## src/rtl/cpc_ram_pkg.sv

```systemverilog
// rtl/cpc_ram_pkg.sv - shared types and constants for the CPC RAM config capture
package cpc_ram_pkg;

    typedef enum logic [1:0] {
        ST_IDLE     = 2'd0,
        ST_ARM      = 2'd1,
        ST_WAIT_END = 2'd2
    } qual_state_e;

    localparam logic [1:0] CFG_TAG    = 2'b11;
    localparam int         RAMBLOCK_W = 8;

    function automatic logic [RAMBLOCK_W-1:0] cfg_word(input logic       a10,
                                                       input logic       a9,
                                                       input logic [5:0] d_lo);
        return {a10, a9, d_lo};
    endfunction

endpackage

```

## src/rtl/cpc_iowr_qual.sv

```systemverilog
// rtl/cpc_iowr_qual.sv - decodes and debounces I/O writes to &7Fxx, emits one cap per I/O cycle
module cpc_iowr_qual
    import cpc_ram_pkg::*;
#(
    parameter int QUAL_SAMPLES = 2
) (
    input  logic       clk,
    input  logic       rst_n,
    input  logic       iorq_b,
    input  logic       wr_b,
    input  logic       m1_b,
    input  logic       adr15,
    input  logic [1:0] data_tag,
    output logic       cap
);

    localparam logic [1:0] QS = 2'(QUAL_SAMPLES);

    qual_state_e state_q, state_d;
    logic [1:0]  cnt_q, cnt_d;
    logic [1:0]  cnt_inc;
    logic        q;

    // M1 low with IORQ low is an interrupt acknowledge, never a port write
    assign q       = ~iorq_b & ~wr_b & m1_b & ~adr15 & (data_tag == CFG_TAG);
    assign cnt_inc = cnt_q + 2'd1;

    always_ff @(posedge clk or negedge rst_n) begin
        if (!rst_n) begin
            state_q <= ST_IDLE;
            cnt_q   <= 2'd0;
        end else begin
            state_q <= state_d;
            cnt_q   <= cnt_d;
        end
    end

    always_comb begin
        state_d = state_q;
        cnt_d   = cnt_q;
        cap     = 1'b0;
        case (state_q)
            ST_IDLE: begin
                if (q) begin
                    cnt_d = 2'd1;
                    if (QS == 2'd1) begin
                        cap     = 1'b1;
                        state_d = ST_WAIT_END;
                    end else begin
                        state_d = ST_ARM;
                    end
                end else begin
                    cnt_d = 2'd0;
                end
            end
            ST_ARM: begin
                if (q) begin
                    cnt_d = cnt_inc;
                    if (cnt_inc == QS) begin
                        cap     = 1'b1;
                        state_d = ST_WAIT_END;
                    end
                end else begin
                    cnt_d   = 2'd0;
                    state_d = ST_IDLE;
                end
            end
            ST_WAIT_END: begin
                // hold off until IORQ ends so a long write captures only once
                if (iorq_b) begin
                    cnt_d   = 2'd0;
                    state_d = ST_IDLE;
                end
            end
            default: begin
                cnt_d   = 2'd0;
                state_d = ST_IDLE;
            end
        endcase
    end

endmodule

```

## src/rtl/cpc_ram_cfg_capture.sv

```systemverilog
// rtl/cpc_ram_cfg_capture.sv - single-clock capture and idle-time commit of the RAM bank-select register
module cpc_ram_cfg_capture
    import cpc_ram_pkg::*;
#(
    parameter int QUAL_SAMPLES    = 2,
    parameter bit APPLY_IDLE_ONLY = 1'b1
) (
    input  logic                  clk,
    input  logic                  reset_b,
    input  logic                  iorq_b,
    input  logic                  wr_b,
    input  logic                  m1_b,
    input  logic                  mreq_b,
    input  logic                  adr15,
    input  logic                  adr10,
    input  logic                  adr9,
    input  logic [7:0]            data,
    output logic [RAMBLOCK_W-1:0] ramblock,
    output logic                  cfg_pending,
    output logic                  cfg_stb,
    output logic [3:0]            wr_count
);

    logic [1:0]            rst_sync_q;
    logic                  rst_n;
    logic                  cap;
    logic                  commit;

    logic [RAMBLOCK_W-1:0] pending_q, pending_d;
    logic                  pending_v_q, pending_v_d;
    logic [RAMBLOCK_W-1:0] ramblock_q, ramblock_d;
    logic                  stb_q, stb_d;
    logic [3:0]            wr_count_q, wr_count_d;

    // reset asserts immediately, releases only on a clock edge
    always_ff @(posedge clk or negedge reset_b) begin
        if (!reset_b) begin
            rst_sync_q <= 2'b00;
        end else begin
            rst_sync_q <= {rst_sync_q[0], 1'b1};
        end
    end

    assign rst_n = rst_sync_q[1];

    cpc_iowr_qual #(
        .QUAL_SAMPLES (QUAL_SAMPLES)
    ) u_qual (
        .clk      (clk),
        .rst_n    (rst_n),
        .iorq_b   (iorq_b),
        .wr_b     (wr_b),
        .m1_b     (m1_b),
        .adr15    (adr15),
        .data_tag (data[7:6]),
        .cap      (cap)
    );

    // commit judged on the value already pending; a same-cycle capture only replaces it afterwards
    assign commit = pending_v_q & (mreq_b | ~APPLY_IDLE_ONLY);

    always_comb begin
        pending_d   = pending_q;
        pending_v_d = pending_v_q;
        ramblock_d  = ramblock_q;
        wr_count_d  = wr_count_q;
        stb_d       = commit;
        if (commit) begin
            ramblock_d  = pending_q;
            pending_v_d = 1'b0;
            wr_count_d  = wr_count_q + 4'd1;
        end
        if (cap) begin
            pending_d   = cfg_word(adr10, adr9, data[5:0]);
            pending_v_d = 1'b1;
        end
    end

    always_ff @(posedge clk or negedge rst_n) begin
        if (!rst_n) begin
            pending_q   <= '0;
            pending_v_q <= 1'b0;
            ramblock_q  <= '0;
            stb_q       <= 1'b0;
            wr_count_q  <= 4'd0;
        end else begin
            pending_q   <= pending_d;
            pending_v_q <= pending_v_d;
            ramblock_q  <= ramblock_d;
            stb_q       <= stb_d;
            wr_count_q  <= wr_count_d;
        end
    end

    assign ramblock    = ramblock_q;
    assign cfg_pending = pending_v_q;
    assign cfg_stb     = stb_q;
    assign wr_count    = wr_count_q;

endmodule
```

## config.mk

```make
export PLATFORM = sky130hd
export DESIGN_NAME = cpc_ram_cfg_capture
export DESIGN_NICKNAME = d
export VERILOG_FILES = /design/src/rtl/cpc_ram_pkg.sv /design/src/rtl/cpc_iowr_qual.sv /design/src/rtl/cpc_ram_cfg_capture.sv
export SDC_FILE = /design/constraint.sdc
export NUM_CORES = 1
export LEC_CHECK = 0
export CAP_MARGIN = 10
export CORE_MARGIN = 3
export CORE_UTILIZATION = 48
export CTS_BUF_LIST = sky130_fd_sc_hd__clkbuf_4
export CTS_CLUSTER_DIAMETER = 200
export CTS_CLUSTER_SIZE = 12
export DETAILED_ROUTE_END_ITERATION = 7
export PLACE_DENSITY_LB_ADDON = 0.3
export RECOVER_POWER = 100
export SETUP_SLACK_MARGIN = 0.3
export SLEW_MARGIN = 20
export SYNTH_ARGS = -nofsm -noshare
export SYNTH_HDL_FRONTEND = slang
export SYNTH_SLANG_ARGS = --single-unit
```

## constraint.sdc

```tcl
create_clock -name clk -period 1 [get_ports clk]
set_clock_uncertainty 0.05 [all_clocks]
set_input_delay 0.15 -clock clk [delete_from_list [all_inputs] [get_ports clk]]
set_output_delay 0.15 -clock clk [all_outputs]
set_load 0.03 [all_outputs]
```

Word-level counts from Yosys, hierarchy flattened
Cells that the tools add are included.
- register bits after elaboration: 28
- output and inout port bits: 14
- equal/unequal tests: 7
- muxes and demuxes: 13
- bitwise gates (word level): 8
- reductions and logical operators: 3
- $add $sub $neg: 2
- operators with widths (kind ; number):
    case mux 2 bit (3 select lines) ; 2
    2-to-1 mux 2 bit ; 5
    equality test 2 bit (second input constant) ; 3
    2-to-1 mux 1 bit ; 6
    bitwise AND 1 bit ; 5
    adder 4 x 1 -> 4 bit (second input constant) ; 1
    inequality test 3 bit (second input constant) ; 1
    inverter 1 bit ; 3
    AND reduction 3 bit ; 1
    adder 2 x 1 -> 2 bit (second input constant) ; 1
    equality test 2 x 1 -> 1 bit (second input constant) ; 1
    zero test 2 bit ; 1
    inequality test 2 x 1 -> 1 bit (second input constant) ; 1
    inequality test 2 bit (second input constant) ; 1
    nonzero test 2 bit ; 1

Depth between registers and ports, before layout
- word-level depth: 8
- gate-level depth with buffers: 5
- mapped depth without buffers: 4

Modules after synthesis
From an unflattened synthesis, not the netlist that was laid out.
- cells, all modules: 72
- area, all modules: 1149.9 um2
- modules (own cells, without submodules) (module ; area an instance (um2) ; cells each ; instances):
    cpc_ram_cfg_capture ; 933.4 ; 53 ; 1
    cpc_iowr_qual ; 216.5 ; 19 ; 1

Worst setup path after synthesis
Ideal clock, no wire load.
- path kind: flip-flop to flip-flop
- start point: reg u_qual.state_q[1]
- end point: reg pending_q[0]
- path buffers: 1
- cell stages (with the launch flop): 5
- slack: -378 ps
- period minus slack after synthesis: 1378 ps
- arrival time: 1203 ps
- cell sequence: dfrtp_1 -> and3b_1 -> and4_1 -> buf_6 -> mux2_2
- word-level cells in the longest chain between the ends: 2
- RTL lines (what ; RTL line ; source):
    start, declared ; cpc_iowr_qual.sv:19 ; qual_state_e state_q, state_d;
    start signal, assigned ; cpc_iowr_qual.sv:33 ; state_q <= state_d;
    equality test 2 x 1 -> 1 bit ; cpc_iowr_qual.sv:42 ; case (state_q)
    2-to-1 mux 1 bit ; cpc_iowr_qual.sv:42 ;
    end signal, assigned ; cpc_ram_cfg_capture.sv:87 ; pending_q <= pending_d;
    end, declared ; cpc_ram_cfg_capture.sv:29 ; logic [RAMBLOCK_W-1:0] pending_q, pending_d;
Every way passes these cells.
A chain may end at the register's enable or synchronous reset.

Worst setup path after layout
- start point: in wr_b
- end point: reg pending_q[4]
- word-level cells in the longest chain between the ends: 7
- RTL lines (what ; RTL line ; source):
    start, declared ; cpc_ram_cfg_capture.sv:11 ; input logic wr_b,
    inverter 1 bit ; cpc_iowr_qual.sv:25 ; assign q = ~iorq_b & ~wr_b & m1_b & ~adr15 & (data_tag == CFG_TAG);
    bitwise AND 1 bit (4 in a row) ; cpc_iowr_qual.sv:25 ;
    2-to-1 mux 1 bit ; cpc_iowr_qual.sv:57 ; if (q) begin
    2-to-1 mux 1 bit ; cpc_iowr_qual.sv:42 ;
Every way passes these cells.

==> out/qor.txt <==
Slowest library cell on the worst path: clkdlybuf4s50_1
Crit Reg-Reg Endpoint: pending_q[4]
Post-synth top area share: 64.9%
CP Depth: 5
Starting Density: 52.9%
Total grt overflow: 0
Setup TNS: -9190 ps
Core ar.: 0.00204 mm²
Reg-to-reg startpoint: u_qual.state_q[1]
CP peak stage delay: 460 ps
Syn_area_per_cell: 15.0 µm²
Post-DP Area: 0.00152 mm²
Gr usage total: 22.2%
DR DRC count: 0
FFs w/ async S/R, synth: 100%
DRT iter0 DRCs: 16
Status: complete, but fails checks
Switch share: 21.1%
Crit-path cells: clkdlybuf4s50_1, nor4b_4, and4_4, buf_8, mux2_4
Die area: 0.00285 mm²
Startpoint types: input port
RSZ-0062 raised after global routing: true
Synth Cell Area: 0.00108 mm²
Main synth FF type: dfrtp_1
Final-report setup violation count: 40
Area Growth Syn to Fin: 78.2%
Largest net degree at the start of global routing: 23
Drt via density: 5.21
Clock sinks: 28
Core Util, Final: 94.2%
Max-slew violations: 0
Yosys reg bits: 28
Vias in the first global route: 833
Filler cells: 48
Io pins: 31
Worst min-delay path class: flip-flop to asynchronous set/reset pin
Clock power share: 28.3%
Number of max-cap violations: 0
Die W: 53.4 µm
Die H: 53.4 µm
CTS clk-pin slew, worst paths: 130 ps
Max Freq: 0.646 GHz
Design Area, Final: 0.00192 mm²
Count leader, synth: dfrtp_1
Htree depth: 1
Post-Syn Instances: 72
Clock tree buffer depth: 2
GPL Wtd Cong: 0.786
IO Port Bufs: 30
Crit path from: wr_b
Fin. Hold Viols: 0
Final ANT Viol Nets: 0
Final HPWL DP: 1490 µm
Post-synth EDFFs: 0
Final WL: 3460 µm
TritonCTS buffer count: 3
Required @ worst endpoint: 1160 ps
Post-DR wirelength/cell: 21.2 µm
Sequential share of power: 64.5%
Final worst-path cycle share: 155%
Seq/Total Area, Yosys: 64.9%
Crit path max-delay family: simple AND/OR/NAND/NOR gates
Final worst slack: -549 ps
Sw Pwr: 0.375 mW
Via count: 850
Post-synth top area cell: dfrtp_1
P_leak: 0.993 nW
Most frequent cells after synthesis: dfrtp_1, mux2_2, nand2_1
Peak VDD IR: 1.00 mV
Rows: 16
Flop2flop setup slack: -510 ps
Total Nets Final: 156
CTS tree: yes
Unique masters post-synth: 19
Drt pass-1 iters: 4
Worst r2r path cells: 4
Pwr per Cell Area: 922 mW/mm²
Gate power share: 7.2%
Fraction of layout cells with a size suffix above 1: 64.0%
Mapped Nets: 91
Failing checks: setup timing
Final min period: 1550 ps
WP data arrival: 1710 ps
Initial antenna violation count: 0
Critical path endpoint: pending_q[4]
Number of diodes: 0
Yosys Warn Count: 0
Final Hold Slack: 43.3 ps
Worst setup EP type: flip-flop
Clock latency on the worst-skew pair: 330 ps
Crit-path max FO: 6
Critical path class: input port to flip-flop
Internal Dissipation: 1.40 mW
Worst path bufs/invs: 2
Synth area leaders: dfrtp_1, mux2_2, xnor2_1
CTS root buf: clkbuf_4
First-pass GRT wire length: 4220 µm
registers in the layout, indices dropped and copies added (netlist names):
signal          flops
cfg_pending         1
u_qual.state_q      2
wr_count            4
rst_sync_q          2
u_qual.cnt_q        2
ramblock            8
cfg_stb             1
pending_q           8
what timing repair did:
action | 4_1_cts | 5_1_grt
endpoints found under the hold margin | 2 | 0
setup buffers | 13 | 7
hold buffers | 1 | 0
gates resized for setup | 35 | 18
endpoints found under the setup margin | 40 | 40
pin swaps | 5 | 5
power by group through the flow:
| stage | Sequential (mW) | Combinational (mW) | Clock [mW] |
|---|---|---|---|
| CTS | 1.14 | 0.109 | 0.507 |
| global route | 1.14 | 0.136 | 0.545 |
| global placement | 1.16 | 0.0992 | 0 |
| finish | 1.14 | 0.128 | 0.501 |
| floorplan | 1.18 | 0.00660 | 0 |
| detailed placement | 1.16 | 0.102 | 0 |
through the flow:
step           power [mW]  setup WS [ps]  std cells
2_1_floorplan        1.18           -366         72
3_3_place_gp         1.26           -742        138
3_5_place_dp         1.27           -822        138
4_1_cts              1.76           -437        156
5_1_grt              1.83           -563        163
6_report             1.77           -549        163
final cells by class:
type / instances / area [µm²] / share of cell area, %
flip-flops and latches: 28 / 707 / 36.7
repair buffers: 61 / 614 / 31.9
multi-input cells: 39 / 512 / 26.6
well taps: 27 / 33.8 / 1.76
clock buffers: 4 / 30.0 / 1.56
inverters: 4 / 27.5 / 1.43
cells in the final DEF, fill, tap and decap left out:
master,count
nand2_1,1
nand2_8,1
dfrtp_2,5
conb_1,1
clkdlybuf4s50_1,15
nand4_1,1
buf_8,1
and4_4,1
inv_1,2
dlygate4sd3_1,1
dlygate4sd2_1,1
nor4b_4,1
o22ai_2,1
xnor2_2,1
clkinv_8,1
nand2b_4,1
a21o_4,1
ha_4,1
nand2_2,1
nand2_4,2
buf_12,2
a21o_2,1
a22oi_2,1
xnor2_1,2
buf_6,22
clkbuf_4,4
ha_1,1
nor2b_1,1
a21oi_2,1
buf_4,19
inv_2,1
and3b_2,1
mux2_4,17
dfrtp_1,23
worst min path at each step:
stage | depth (start not counted) | startpoint | endpoint | slack (ps)
after global placement | 0 | rst_sync_q[1] | u_qual.cnt_q[1] | 30
after CTS | 0 | rst_sync_q[1] | u_qual.state_q[0] | 40
after detailed placement | 0 | rst_sync_q[1] | u_qual.cnt_q[1] | 30
final | 0 | rst_sync_q[1] | u_qual.cnt_q[1] | 40
after global routing | 0 | rst_sync_q[1] | u_qual.cnt_q[0] | 50
after floorplan | 0 | reset_b | rst_sync_q[0] | -200
layer usage:
layer / wire length, µm / GRT usage, %
met1: 1400 / 25.5
met2: 1860 / 40.2
met3: 96 / 3.66
met4: 108 / 9.36
met5: 0 / 0
cells by family (layout without fill, tap and decap cells):
| logic type | Yosys count | count (layout) | synth area share [%] |
|---|---|---|---|
| other cells | 1 | 1 | 0.347 |
| simple gates | 11 | 11 | 6.49 |
| compound gates | 5 | 5 | 3.36 |
| fa+ha+maj | 2 | 2 | 2.32 |
| buf+inv | 5 | 69 | 2.43 |
| mux | 17 | 17 | 17.7 |
| flops | 28 | 28 | 64.9 |
| xor+xnor | 3 | 3 | 2.43 |
worst reg2reg max path, delay by kind of cell (launching register included):
kind                   cells  cell delay [ps]
AND/OR/NAND/NOR            2              500
multiplexers               1              300
buffers and inverters      1              140
flip-flops                 1              410
No activity file was read; power rests on OpenSTA's default activity.
